**config.mk**
```make
export PLATFORM = sky130hd
export DESIGN_NAME = textreme_targets
export DESIGN_NICKNAME = d
export VERILOG_FILES = /design/src/rtl/textreme_targets_pkg.sv /design/src/rtl/textreme_targets_extreme_cmp.sv /design/src/rtl/textreme_targets.sv
export SDC_FILE = /design/constraint.sdc
export NUM_CORES = 1
export LEC_CHECK = 0
export CORE_UTILIZATION = 65
export CTS_CLUSTER_DIAMETER = 60
export CTS_CLUSTER_SIZE = 20
export DETAILED_ROUTE_END_ITERATION = 10
export PLACE_DENSITY = 0.88
export SLEW_MARGIN = 20
export SYNTH_ARGS = -nofsm -noshare
export SYNTH_HDL_FRONTEND = slang
export SYNTH_SLANG_ARGS = --single-unit
```
**constraint.sdc**
```tcl
create_clock -name clk -period 7.9 [get_ports clk]
set_input_delay 1.58 -clock clk [delete_from_list [all_inputs] [get_ports clk]]
set_output_delay 1.58 -clock clk [all_outputs]
set_load 0.02 [all_outputs]
```
**src/rtl/textreme_targets_pkg.sv**
```systemverilog
// Shared types for the extreme-value target tracker: scan FSM states and
// the max/min tracking mode encoding.
package textreme_targets_pkg;

    typedef enum logic [1:0] {
        ST_IDLE   = 2'd0,
        ST_SCAN   = 2'd1,
        ST_COMMIT = 2'd2
    } state_t;

    localparam logic MODE_MAX = 1'b0;
    localparam logic MODE_MIN = 1'b1;

endpackage

```
**src/rtl/textreme_targets_extreme_cmp.sv**
```systemverilog
// Unsigned W-bit comparator deciding whether a new sample replaces the
// running extreme; ties never replace.
module extreme_cmp
    import textreme_targets_pkg::*;
#(
    parameter int W = 10
) (
    input  logic         mode,
    input  logic [W-1:0] sample,
    input  logic [W-1:0] current,
    output logic         take
);

    // Strictly-better test in the selected direction
    always_comb begin
        take = 1'b0;
        if (mode == MODE_MIN) begin
            take = (sample < current);
        end else begin
            take = (sample > current);
        end
    end

endmodule

```
**src/rtl/textreme_targets.sv**
```systemverilog
// Per-target extreme tracker: a scan folds samples into a running max/min
// and commits the result into a small register-file of targets.
module textreme_targets
    import textreme_targets_pkg::*;
#(
    parameter int W     = 10,
    parameter int N_TGT = 15,
    parameter int IDX_W = 4,
    parameter int CNT_W = 12
) (
    input  logic             clk,
    input  logic             reset,
    input  logic [IDX_W-1:0] number,
    input  logic             start_en,
    input  logic             en,
    input  logic             end_en,
    input  logic             clr,
    input  logic             mode,
    input  logic [W-1:0]     t,
    output logic [W-1:0]     ttemp,
    output logic [W-1:0]     tcmp,
    output logic             busy,
    output logic             done,
    output logic [CNT_W-1:0] cnt,
    output logic             err
);

    state_t           state_r;
    logic [IDX_W-1:0] num_r;
    logic             mode_r;
    logic [W-1:0]     tcmp_r;
    logic [CNT_W-1:0] cnt_r;
    logic             busy_r;
    logic             done_r;
    logic             err_r;
    logic [W-1:0]     ttemp_r;
    logic [W-1:0]     stored_r [1:N_TGT];
    logic [N_TGT:1]   valid_r;

    logic             num_ok_s;
    logic [W-1:0]     rd_val_s;
    logic             rd_valid_s;
    logic [W-1:0]     seed_s;
    logic             take_s;

    assign num_ok_s = (number != {IDX_W{1'b0}}) && (number <= IDX_W'(N_TGT));

    // Decode the addressed target; out-of-range indices never match
    always_comb begin
        rd_val_s   = {W{1'b0}};
        rd_valid_s = 1'b0;
        for (int i = 1; i <= N_TGT; i++) begin
            rd_val_s   = (number == IDX_W'(i)) ? stored_r[i] : rd_val_s;
            rd_valid_s = (number == IDX_W'(i)) ? valid_r[i]  : rd_valid_s;
        end
    end

    // Scan seed: prior result if present, otherwise the identity of the mode
    always_comb begin
        seed_s = {W{1'b0}};
        if (rd_valid_s) begin
            seed_s = rd_val_s;
        end else if (mode == MODE_MIN) begin
            seed_s = {W{1'b1}};
        end else begin
            seed_s = {W{1'b0}};
        end
    end

    extreme_cmp #(.W(W)) u_cmp (
        .mode    (mode_r),
        .sample  (t),
        .current (tcmp_r),
        .take    (take_s)
    );

    // Scan control FSM with registered status outputs
    always_ff @(posedge clk or negedge reset) begin
        if (!reset) begin
            state_r <= ST_IDLE;
            num_r   <= {IDX_W{1'b0}};
            mode_r  <= MODE_MAX;
            tcmp_r  <= {W{1'b0}};
            cnt_r   <= {CNT_W{1'b0}};
            busy_r  <= 1'b0;
            done_r  <= 1'b0;
            err_r   <= 1'b0;
        end else begin
            done_r <= 1'b0;
            err_r  <= 1'b0;
            case (state_r)
                ST_IDLE: begin
                    if (start_en && num_ok_s) begin
                        state_r <= ST_SCAN;
                        num_r   <= number;
                        mode_r  <= mode;
                        tcmp_r  <= seed_s;
                        cnt_r   <= {CNT_W{1'b0}};
                        busy_r  <= 1'b1;
                    end else if (start_en || end_en) begin
                        err_r <= 1'b1;
                    end else begin
                        state_r <= ST_IDLE;
                    end
                end
                ST_SCAN: begin
                    err_r <= start_en;
                    if (en) begin
                        tcmp_r <= take_s ? t : tcmp_r;
                        cnt_r  <= (cnt_r == {CNT_W{1'b1}}) ? cnt_r : cnt_r + CNT_W'(1);
                    end else begin
                        tcmp_r <= tcmp_r;
                    end
                    if (end_en) begin
                        state_r <= ST_COMMIT;
                        done_r  <= 1'b1;
                    end else begin
                        state_r <= ST_SCAN;
                    end
                end
                ST_COMMIT: begin
                    err_r   <= start_en;
                    state_r <= ST_IDLE;
                    busy_r  <= 1'b0;
                end
                default: begin
                    state_r <= ST_IDLE;
                    busy_r  <= 1'b0;
                end
            endcase
        end
    end

    // Target storage: commit has priority over a clear of the same entry
    always_ff @(posedge clk or negedge reset) begin
        if (!reset) begin
            for (int i = 1; i <= N_TGT; i++) begin
                stored_r[i] <= {W{1'b0}};
            end
            valid_r <= {N_TGT{1'b0}};
            ttemp_r <= {W{1'b0}};
        end else begin
            ttemp_r <= rd_valid_s ? rd_val_s : {W{1'b0}};
            for (int i = 1; i <= N_TGT; i++) begin
                if ((state_r == ST_COMMIT) && (num_r == IDX_W'(i))) begin
                    stored_r[i] <= tcmp_r;
                    valid_r[i]  <= 1'b1;
                end else if (clr && (number == IDX_W'(i))) begin
                    stored_r[i] <= {W{1'b0}};
                    valid_r[i]  <= 1'b0;
                end else begin
                    stored_r[i] <= stored_r[i];
                end
            end
        end
    end

    assign ttemp = ttemp_r;
    assign tcmp  = tcmp_r;
    assign cnt   = cnt_r;
    assign busy  = busy_r;
    assign done  = done_r;
    assign err   = err_r;

endmodule

```
=== After elaboration in Yosys (flattened, before gate mapping) ===
Index checks and enable logic that the tools add are counted.
Widths: inputs -> output; s select.

* Flip-flop bits (word level): 207
* Bits of input ports: 21
* Word-level logic and storage cells: 251
* Output and inout port bits: 35

* Magnitude comparators: 3
* Add/subtract/negate cells: 1
* Multiplexer cells: 113
* Reductions and logical operators: 56
* Equal/unequal tests: 38
* Bitwise logic cells: 1

{| class="wikitable"
|+ Operator list
! kind !! count
|-
| $mux 10 || 51
|-
| $eq 4x4->1 const B || 16
|-
| $mux 1 || 51
|-
| $mux 12 || 3
|-
| $eq 4x3->1 const B || 8
|-
| $logic_and 1x1->1 || 32
|-
| $reduce_bool 2->1 || 16
|-
| $pmux 12 s2 || 1
|-
| $pmux 10 s2 || 1
|-
| $eq 4x2->1 const B || 4
|-
| $add 12x1->12 const B || 1
|-
| $eq 12x12->1 const B || 1
|-
| $gt 10x10->1 || 1
|-
| $lt 10x10->1 || 1
|-
| $eq 4x1->1 const B || 2
|-
| $ne 2x2->1 const B || 4
|-
| $reduce_and 4->1 || 2
|-
| $mux 2 || 3
|-
| $le 4x4->1 const B || 1
|-
| $pmux 1 s2 || 2
|-
| $pmux 2 s2 || 1
|-
| $reduce_and 2->1 || 2
|-
| $reduce_bool 4->1 || 1
|-
| $ne 3x3->1 const B || 1
|-
| 6 further kinds || 6
|}

=== Longest topological paths before layout ===
Gate-level depths: netlist of run 1.

* Word-level depth: 19
* Depth in mapped cells: 11
* Depth with buffers taken out: 8

=== Cells and area by module ===
A second synthesis of run 1 with hierarchy kept.

* Cells, all modules: 901
* Area total of the unflattened synthesis: 9873.2 um^2

{| class="wikitable"
|+ Modules (own cells, without submodules)
! module !! times used !! sequential area each (um^2) !! cells each !! area each (um^2)
|-
| textreme_targets || 1 || 5180.0 || 864 || 9598.0
|-
| extreme_cmp || 1 || 0.0 || 37 || 275.3
|}

=== Worst setup path before layout of run 1 ===
Ideal clock, no wire load.

* Path type: input to register
* Start: input port t[5]
* End: register tcmp_r[0] (netlist: tcmp[0])
* Arrival: 3.079 ns
* Required time: 7.808 ns
* Path buffers: 1
* Slack: 4.729 ns
* Stages on the path: 7
* Setup time: 0.092 ns
* Cell sequence: ha_1 nand4_1 a211o_1 o2111a_1 a211o_1 buf_2 o31ai_2

* Longest elaborated chain between the ends: 4
* Elaborated cells on any way between the ends: 5
* Classes of those cells: order compare: 2; eq/ne: 1; mux: 1; reduce/logical: 1

{| class="wikitable"
|+ RTL lines
! item !! RTL line !! RTL
|-
| start, declared || textreme_targets.sv:19 || <nowiki>input logic [W-1:0] t,</nowiki>
|-
| $gt 10x10->1 / $lt 10x10->1 (equally long branches) || textreme_targets_extreme_cmp.sv:20, textreme_targets_extreme_cmp.sv:18 ||
|-
| $mux 1 (*) || textreme_targets_extreme_cmp.sv:17 || <nowiki>if (mode == MODE_MIN) begin</nowiki>
|-
| $ne 2x2->1 (no line) (*) || - ||
|-
| $reduce_and 4->1 (no line) (*) || - ||
|-
| end signal, assigned || textreme_targets.sv:83 || <nowiki>tcmp_r <= {W{1'b0}};</nowiki>
|-
| end signal, assigned || textreme_targets.sv:97 || <nowiki>tcmp_r <= seed_s;</nowiki>
|-
| end signal, assigned || textreme_targets.sv:109 || <nowiki>tcmp_r <= take_s ? t : tcmp_r;</nowiki>
|-
| end, declared || textreme_targets.sv:31 || <nowiki>logic [W-1:0] tcmp_r;</nowiki>
|}

Every way passes the cells marked *; elsewhere a longest branch is shown, timed or not.
A chain may end at the register's enable or synchronous reset.

=== Worst setup path in the final report of run 1 ===
* Start: input port number[2]
* End: register tcmp_r[6] (netlist: tcmp[6])

* Longest elaborated chain between the ends: 19
* Elaborated cells on any way between the ends: 54
* Classes of those cells: order compare: 1; eq/ne: 16; mux: 33; reduce/logical: 4

{| class="wikitable"
|+ RTL lines
! item !! RTL line !! RTL
|-
| start, declared || textreme_targets.sv:13 || <nowiki>input logic [IDX_W-1:0] number,</nowiki>
|-
| $eq 4x1->1 || textreme_targets.sv:53, textreme_targets.sv:54 ||
|-
| $mux 10 / $mux 1 (equally long branches) (15 in a row) || textreme_targets.sv:53, textreme_targets.sv:54 ||
|-
| $mux 10 || textreme_targets.sv:61 || <nowiki>if (rd_valid_s) begin</nowiki>
|-
| $mux 10 || textreme_targets.sv:93 || <nowiki>if (start_en && num_ok_s) begin</nowiki>
|-
| $pmux 10 s2 || textreme_targets.sv:91 || <nowiki>case (state_r)</nowiki>
|-
| end signal, assigned || textreme_targets.sv:97 ||
|-
| end signal, assigned || textreme_targets.sv:109 ||
|-
| end signal, assigned || textreme_targets.sv:112 || <nowiki>tcmp_r <= tcmp_r;</nowiki>
|}

Several ways; a longest one is shown, not always the timed one. The select of a mux whose other input is x is not followed.

==> flow_summary_export.csv, run 1 <==
group,metric,value,unit
sta,hold_viol_final,0,
finish,final_common_cell,"dfrtp_1",
clock_tree,clk_path_buf_depth,3,
sta,tns,0,ns
setup_path,worstRegToRegCells,8,
sta,layout_setup_ws,3.571,ns
run_status,status,"complete, no violations",
sta,max_freq,231.0,MHz
placement,place.gp.congestion,0.9675,
synth,syn_nets,1011,
floorplan,design.core.area,15430,µm²
grt,grt_start_max_net_pins,121,
power,switching_share,37.65,%
power,power_frac_comb,30.2,%
sta,relSlewSlack,25.85,%
synth,async_flop_share,100.0,%
setup_path,path_max_fanout,48,
synth,yosys.cell_types.count,71,
finish,syn2layout_area_growth,8.734,%
placement,port_buffers,55,
clock_tree,post-cts-setup-buffers,0,
setup_path,start_kind,"input pin",
power,pwr-share-seq,49.2,%
detailed_routing,drc_errors,0,
sta,tightestPinTransition,1.112,ns
floorplan,dieWidth,128.8,µm
setup_path,max_stage_delay,0.93,ns
sta,post-route-min-period,4.329,ns
finish,final_cell_mix,"207 x dfrtp_1, 157 x a22o_1, 52 x nor2_1, 52 x clkdlybuf4s50_1, 47 x o21ai_0",
finish,stdcell_count,1178,
detailed_routing,first_iter_violations,1313,
sta,maxSlewViolCount,0,
clock_tree,clock_sinks,207,
power,vdd_drop_max,0.2048,mV
clock_tree,ctsHoldBuffers,0,
clock_tree,cts.clk_slew.worst_paths,0.08,ns
placement,pre_cts_slack,3.249,ns
synth,synth_cells,975,
setup_path,end_kind,"flop",
power,cellPowerDensity,344.6,nW/µm²
setup_path,crit_chain,"clkdlybuf4s50_1 -> buf_4 -> nor2b_1 -> o21ai_0 -> o2bb2ai_1 -> a31o_1 -> a31oi_1 -> o31ai_2",
clock_tree,cts_tree,"done",
setup_path,required,8.24,ns
finish,num_antenna_cells,0,
floorplan,die_area,16580,µm²
job,maxCapViolations,0,
detailed_routing,drtPass1Iterations,6,
grt,grt_pass1_wl,47.01,mm
detailed_routing,drtAntennaViolNets,0,
clock_tree,cts_buffers,15,
hold_path,min_path_type,"reg2reg",
floorplan,rows,45,
finish,drive_gt1_share,8.170,%
synth,syn_area_per_cell,10.71,µm²
floorplan,die_h,128.8,µm
setup_path,arrival,4.67,ns
synth,synth_edf_count,0,
synth,ys_seq_area_share,49.60,%
synth,synth_top_cell_by_area,"dfrtp_1",
synth,syn-cell-area,10440,µm²
clock_tree,root_buffer,"clkbuf_16",
sta,layout_worst_path_cycle_share,54.80,%
power,p_clk_share,20.7,%
clock_tree,worst_skew_pair.late_latency,0.49,ns
placement,dp.final_hpwl,18.92,mm
clock_tree,h-tree-depth,1,
setup_path,cp_slowest_cell,"nor2b_1",
grt,overflow,0,
sta,finalSetupViolations,0,
floorplan,io_pins,56,
detailed_routing,drt-total-wl,30.03,mm
hold_path,holdPathStages,1,
clock_tree,cts_resized,0,
sta,rsz0062_at_grt,"no",
sta,hold_ws,0.4855,ns
grt,grt_pass1_vias,8150,
detailed_routing,dr_total_vias,8603,
floorplan,initial_utilization,67.69,%
synth,ys_warn_count,0,
synth,synthFlopType,"dfrtp_1",
synth,ys_seq_elements,207,
placement,placedCellCount,1155,
sta,final.setup_skew,0.01603,ns
detailed_routing,post_drt_wl_per_cell,25.49,µm
detailed_routing,viasPerCell,7.303,
grt,antenna_found_initial,0,
setup_path,criticalPathCategory,"in2reg",
finish,final_nets,997,
grt,groute.usage.overall,37.35,%
synth,yosysTopAreaCellShare,49.60,%
power,internal_power,2440,µW
synth,yosys-top-cells-area,"dfrtp_1 50%, a22o_1 13%, o21ai_0 2.3%, clkbuf_1 2.2%, nor2_1 1.9%",
power,p_sw,1473,µW
finish,fillers,1033,
power,p_leak,0.005129,µW
flip-flops by register name (all words and copies together), names as in the netlist:
name / count
stored_r: 150
valid_r: 15
cnt: 12
tcmp: 10
ttemp: 10
num_r: 4
state_r: 2
busy: 1
done: 1
err: 1
mode_r: 1
power groups by stage:
| stage | logic (µW) | registers (µW) | clock network, µW |
|---|---|---|---|
| detailed placement | 1150 | 1900 | 0 |
| global placement | 1100 | 1880 | 0 |
| finish | 1180 | 1920 | 809 |
| global route | 1280 | 1940 | 849 |
| floorplan | 912 | 1680 | 0 |
| CTS | 1160 | 1890 | 810 |
metal layers:
layer  GRT usage, %  wire length, µm  vias to the layer above
met4          17.16             1401                        0
met5              0                0                        -
met3          9.397             3694                      120
met2          54.28            12860                      691
li1               -                -                     3598
met1          53.08            12080                     4194
synthesized netlist by cell type (11+ instances only):
master	count
a21o_1	20
a21oi_1	33
a22o_1	157
a31oi_1	12
buf_2	22
clkbuf_1	60
dfrtp_1	207
ha_1	15
inv_1	25
mux2i_1	18
nand2_1	38
nand2b_1	18
nand3_1	18
nand3b_1	11
nor2_1	52
nor2b_1	29
nor3_1	23
o211ai_1	13
o21ai_0	47
o31ai_2	13
logic make-up after synthesis:
kind of cell	after synthesis	share of synthesized area, %
AND/OR/NAND/NOR	229	11.48
multiplexers	34	4.026
buffers and inverters	123	5.476
flip-flops	207	49.60
XOR/XNOR	2	0.1678
adder cells (fa/ha/maj)	15	1.797
AO/OA/AOI/OAI	365	27.45
worst max-delay path: cells and delay by family:
kind,cells,cell delay [ns]
buf+inv,2,0.89
simple gates,1,0.93
compound gates,5,1.24
final timing paths:
kind                            start           end  slack [ns]
max reg2reg                   tcmp[4]       tcmp[6]        4.67
max in group asynchronous       reset  stored_r[58]        5.38
min reg2reg                valid_r[4]    valid_r[4]        0.49
max                         number[2]       tcmp[6]        3.57
min                        valid_r[4]    valid_r[4]        0.49
min in group asynchronous       reset        cnt[7]        1.18
per-stage QoR:
stage	total power, µW	area, µm²	utilization, %
CTS	3864	11350	73.58
floorplan	2596	10440	-
detailed placement	3044	10860	70.41
global placement	2986	10860	70.41
global route	4074	11350	73.60
finish	3913	11350	73.60
cell type report:
| cell class | instances | area (µm²) | share of cell area, % |
|---|---|---|---|
| Tap cell | 211 | 264.0 | 2.325 |
| Clock buffer | 16 | 389.1 | 3.427 |
| Multi-Input combinational cell | 645 | 4691 | 41.31 |
| Clock inverter | 7 | 100.1 | 0.8815 |
| Timing Repair Buffer | 66 | 633.1 | 5.576 |
| Inverter | 26 | 97.59 | 0.8595 |
| Sequential cell | 207 | 5180 | 45.62 |
Note: power is estimated with default switching activity, not from simulation.
==> run 2, diff against run 1 <==
--- a/config.mk
+++ b/config.mk
@@ -5,11 +5,11 @@
 export SDC_FILE = /design/constraint.sdc
 export NUM_CORES = 1
 export LEC_CHECK = 0
-export CORE_UTILIZATION = 65
+export CORE_UTILIZATION = 60
 export CTS_CLUSTER_DIAMETER = 60
 export CTS_CLUSTER_SIZE = 20
 export DETAILED_ROUTE_END_ITERATION = 10
-export PLACE_DENSITY = 0.88
+export PLACE_DENSITY = 0.82
 export SLEW_MARGIN = 20
 export SYNTH_ARGS = -nofsm -noshare
 export SYNTH_HDL_FRONTEND = slang
==> constraint.sdc (replaced) <==
create_clock -name clk -period 4.25 [get_ports clk]
set_input_delay 0.85 -clock clk [delete_from_list [all_inputs] [get_ports clk]]
set_output_delay 0.85 -clock clk [all_outputs]
set_load 0.02 [all_outputs]
==> flow_summary_export.csv, run 2 (synthesized netlist as in run 1, its figures left out) <==
group,metric,value,unit
setup_path,cp_slowest_cell,"dfrtp_1",
detailed_routing,drtPass1Iterations,6,
detailed_routing,dr_total_vias,8534,
setup_path,critical_path.top_delay_family,"flip-flops",
power,p_leak,0.005250,µW
grt,grt_pass1_wl,48.15,mm
clock_tree,clock_sinks,207,
sta,hold_viol_final,0,
clock_tree,post-cts-setup-buffers,0,
sta,rsz0062_at_grt,"no",
grt,groute.usage.overall,35.74,%
floorplan,die_h,133.9,µm
setup_path,arrival,2.27,ns
clock_tree,cts_tree,"done",
floorplan,initial_utilization,62.31,%
clock_tree,root_buffer,"clkbuf_16",
floorplan,dieWidth,133.9,µm
clock_tree,worst_skew_pair.late_latency,0.49,ns
placement,place.gp.congestion,0.9713,
grt,overflow,0,
placement,port_buffers,55,
setup_path,end_kind,"output pin",
floorplan,io_pins,56,
detailed_routing,drc_errors,0,
clock_tree,cts.clk_slew.worst_paths,0.08,ns
hold_path,min_path_type,"in2async",
sta,post-route-min-period,3.121,ns
sta,tns,0,ns
setup_path,rr_startpoint,"state_r[0]",
finish,num_antenna_cells,0,
sta,tightestPinTransition,1.188,ns
clock_tree,ctsHoldBuffers,0,
sta,layout_worst_path_cycle_share,73.44,%
clock_tree,cts_buffers,15,
sta,maxSlewViolCount,0,
run_status,status,"complete, no violations",
floorplan,die_area,17940,µm²
detailed_routing,post_drt_wl_per_cell,25.93,µm
setup_path,cp.depth,1,
grt,grt_start_max_net_pins,105,
setup_path,required,3.40,ns
power,vdd_drop_max,0.4751,mV
finish,syn2layout_area_growth,10.80,%
sta,final.setup_skew,0.01491,ns
grt,antenna_found_initial,0,
sta,relSlewSlack,20.41,%
finish,drive_gt1_share,10.02,%
detailed_routing,viasPerCell,7.065,
finish,largest_reg_flops,150,
floorplan,design.core.area,16760,µm²
floorplan,rows,47,
placement,postPlaceCellArea,11080,µm²
sta,max_freq,320.4,MHz
finish,final_cell_mix,"207 x dfrtp_1, 157 x a22o_1, 52 x nor2_1, 52 x clkdlybuf4s50_1, 47 x o21ai_0",
setup_path,crit_chain,"clkdlybuf4s50_1",
detailed_routing,drt-total-wl,31.32,mm
detailed_routing,drtAntennaViolNets,0,
setup_path,path_max_fanout,18,
grt,grt_pass1_vias,8065,
setup_path,worst-path-buf-inv,1,
placement,dp.final_hpwl,20.74,mm
clock_tree,clk_path_buf_depth,3,
finish,final_nets,1018,
clock_tree,h-tree-depth,1,
job,maxCapViolations,0,
detailed_routing,first_iter_violations,1099,
setup_path,criticalPathCategory,"reg2out",
finish,final_common_cell,"dfrtp_1",
setup_path,start_kind,"flop",
clock_tree,cts_resized,0,
setup_path,crit_path_start,"tcmp[0]",
setup_path,worstRegToRegCells,6,
finish,design_area,11570,µm²
setup_path,max_stage_delay,1.02,ns
sta,finalSetupViolations,0,
finish,regMostFlops,"stored_r",
power,cellPowerDensity,638.3,nW/µm²
run 2: cell count changes in the layout (fill, tap and decap cells not counted):
| cell | delta |
|---|---|
| buf_4 | +18 |
| buf_12 | +4 |
| buf_6 | -1 |
| clkbuf_1 | +1 |
| clkinv_2 | -1 |
| clkinvlp_4 | -1 |
| inv_6 | +1 |
run 2: per-stage QoR:
stage | util (%) | worst slack [ns] | hold WS, ns | power (µW) | instances
after global placement | 66.11 | 0.7671 | 0.4522 | 5714 | 1185
after detailed placement | 66.11 | 0.7752 | 0.4662 | 5786 | 1185
after CTS | 69.03 | 1.157 | 0.4844 | 7329 | 1208
after global routing | 69.03 | 1.085 | 0.4982 | 7697 | 1208
final | 69.03 | 1.129 | 0.4226 | 7385 | 1208
after floorplan | - | 1.612 | 0.4408 | 4825 | 975
run 2: path summary, 6_finish.rpt:
path,to,slack [ns]
setup / recovery,tcmp[0],1.13
hold / removal,stored_r[132],0.42
setup reg to reg,stored_r[27],1.53
hold reg to reg,valid_r[2],0.49
max in group asynchronous,stored_r[62],2.92
min in group clk,valid_r[2],0.49
run 2: per-layer routing:
metal	vias to the layer above	track usage, %	wire length, µm
li1	3656	-	-
met1	4261	53.00	13440
met2	545	50.49	13390
met3	72	8.579	3313
met4	0	14.20	1176
met5	-	0	0
run 2: power breakdown:
group / switching (µW) / internal [µW]
clock: 707 / 798
sequential: 639 / 2690
combinational: 1420 / 1130
total: 2770 / 4610
run 2: cell type report:
| cell class | count | area, µm² |
|---|---|---|
| Fill cell | 1279 | 5190 |
| Sequential cell | 207 | 5180 |
| Multi-Input combinational cell | 645 | 4691 |
| Timing Repair Buffer | 87 | 837.1 |
| Clock buffer | 17 | 392.9 |
| Tap cell | 220 | 275.3 |
| Inverter | 26 | 97.59 |
| Clock inverter | 6 | 96.34 |
==> run 3, diff against run 2 <==
==> constraint.sdc (replaced) <==
create_clock -name clk -period 3 [get_ports clk]
set_input_delay 0.6 -clock clk [delete_from_list [all_inputs] [get_ports clk]]
set_output_delay 0.6 -clock clk [all_outputs]
set_load 0.02 [all_outputs]
==> flow_summary_export.csv, run 3 (synthesized netlist as in run 1, its figures left out) <==
group,metric,value,unit
setup_path,crit_chain,"inv_1 -> ha_1 -> nand3b_1 -> nor2_1 -> a31oi_1 -> a22o_1",
grt,antenna_found_initial,0,
finish,final_common_cell,"dfrtp_1",
setup_path,path_max_fanout,11,
finish,final_cell_mix,"207 x dfrtp_1, 157 x a22o_1, 63 x buf_4, 52 x nor2_1, 52 x clkdlybuf4s50_1",
detailed_routing,drtPass1Iterations,5,
floorplan,io_pins,56,
finish,regMostFlops,"stored_r",
floorplan,die_h,133.9,µm
detailed_routing,drt-total-wl,31.15,mm
finish,stdcell_count,1245,
finish,drive_gt1_share,13.37,%
finish,largest_reg_flops,150,
power,cellPowerDensity,882.3,nW/µm²
sta,max_freq,384.8,MHz
clock_tree,ctsHoldBuffers,0,
clock_tree,clock_sinks,207,
job,maxCapViolations,0,
power,p_leak,0.005435,µW
sta,hold_viol_final,0,
floorplan,dieWidth,133.9,µm
sta,rsz0062_at_grt,"no",
detailed_routing,drtAntennaViolNets,0,
sta,finalSetupViolations,0,
floorplan,initial_utilization,62.31,%
run_status,status,"complete, no violations",
clock_tree,post-cts-setup-buffers,0,
placement,placedCellCount,1222,
setup_path,end_kind,"flop",
setup_path,required,3.37,ns
floorplan,die_area,17940,µm²
sta,tightestPinTransition,0.9853,ns
setup_path,cp_slowest_cell,"nor2_1",
setup_path,arrival,2.97,ns
clock_tree,h-tree-depth,1,
grt,grt_pass1_wl,48.43,mm
detailed_routing,drc_errors,0,
sta,final.setup_skew,0.02035,ns
sta,maxSlewViolCount,0,
setup_path,start_kind,"flop",
placement,place.gp.congestion,0.9766,
detailed_routing,first_iter_violations,1101,
clock_tree,cts.clk_slew.worst_paths,0.08,ns
power,vdd_drop_max,0.6877,mV
floorplan,rows,47,
sta,layout_worst_path_cycle_share,86.62,%
clock_tree,cts_resized,0,
detailed_routing,post_drt_wl_per_cell,25.02,µm
grt,grt_pass1_vias,8214,
placement,dp.final_hpwl,21.05,mm
sta,relSlewSlack,34.01,%
clock_tree,worst_skew_pair.late_latency,0.49,ns
floorplan,design.core.area,16760,µm²
grt,groute.usage.overall,35.75,%
clock_tree,clk_path_buf_depth,3,
finish,final_nets,1055,
clock_tree,root_buffer,"clkbuf_16",
grt,grt_start_max_net_pins,71,
setup_path,max_stage_delay,0.72,ns
detailed_routing,dr_total_vias,8587,
finish,num_antenna_cells,0,
sta,tns,0,ns
hold_path,min_path_type,"in2async",
clock_tree,cts_buffers,15,
sta,post-route-min-period,2.599,ns
finish,syn2layout_area_growth,13.59,%
placement,port_buffers,55,
detailed_routing,viasPerCell,6.897,
setup_path,criticalPathCategory,"reg2reg",
clock_tree,cts_tree,"done",
grt,overflow,0,
## run 3: metal layers
| layer | wire length, µm | vias to the layer above | track usage (%) | share of wire, % |
|---|---|---|---|---|
| li1 | - | 3738 | - | - |
| met1 | 13110 | 4229 | 52.50 | 42 |
| met2 | 13550 | 539 | 52.16 | 43 |
| met3 | 3332 | 81 | 8.050 | 11 |
| met4 | 1163 | 0 | 12.75 | 3.7 |
| met5 | 0 | - | 0 | 0 |
## run 3: through the flow
step	setup WS, ns	hold slack [ns]	area (µm²)	power, µW	utilization (%)
CTS	0.4772	0.1331	11860	10400	70.77
finish	0.4013	0.09971	11860	10470	70.77
global route	0.3380	0.1511	11860	10940	70.77
detailed placement	0.04566	0.4604	11400	8321	68.00
floorplan	0.3616	0.3044	10440	6836	-
global placement	0.02450	0.4591	11400	8175	68.00
## run 3: critical path, delay by kind of cell (launching register included)
kind,cells,cell delay [ns]
compound gates,2,0.71
simple gates,2,0.95
fa+ha+maj,1,0.29
flops,1,0.40
buf+inv,1,0.12
## run 3: final timing paths
path	start	endpoint	slack [ns]	depth (start not counted)
setup / recovery	state_r[0]	stored_r[26]	0.40	6
hold / removal	reset	cnt[6]	0.1	1
setup reg to reg	state_r[0]	stored_r[26]	0.40	6
hold reg to reg	valid_r[7]	valid_r[7]	0.49	1
max in group asynchronous	reset	stored_r[64]	2.00	2
min in group clk	valid_r[7]	valid_r[7]	0.49	1
## run 3: final cells by class
class / count / area, µm²
Timing Repair Buffer: 124 / 1152
Clock inverter: 7 / 76.32
Multi-Input combinational cell: 645 / 4691
Clock buffer: 16 / 389.1
Inverter: 26 / 97.59
Tap cell: 220 / 275.3
Fill cell: 1204 / 4898
Sequential cell: 207 / 5180
## run 3: report_power, final
part	leakage [µW]	switching, µW	total [µW]	internal, µW
registers	0.00282	739	4550	3810
clock network	0.000229	1010	2050	1040
logic	0.00239	2200	3870	1670
total	0.00544	3940	10500	6520
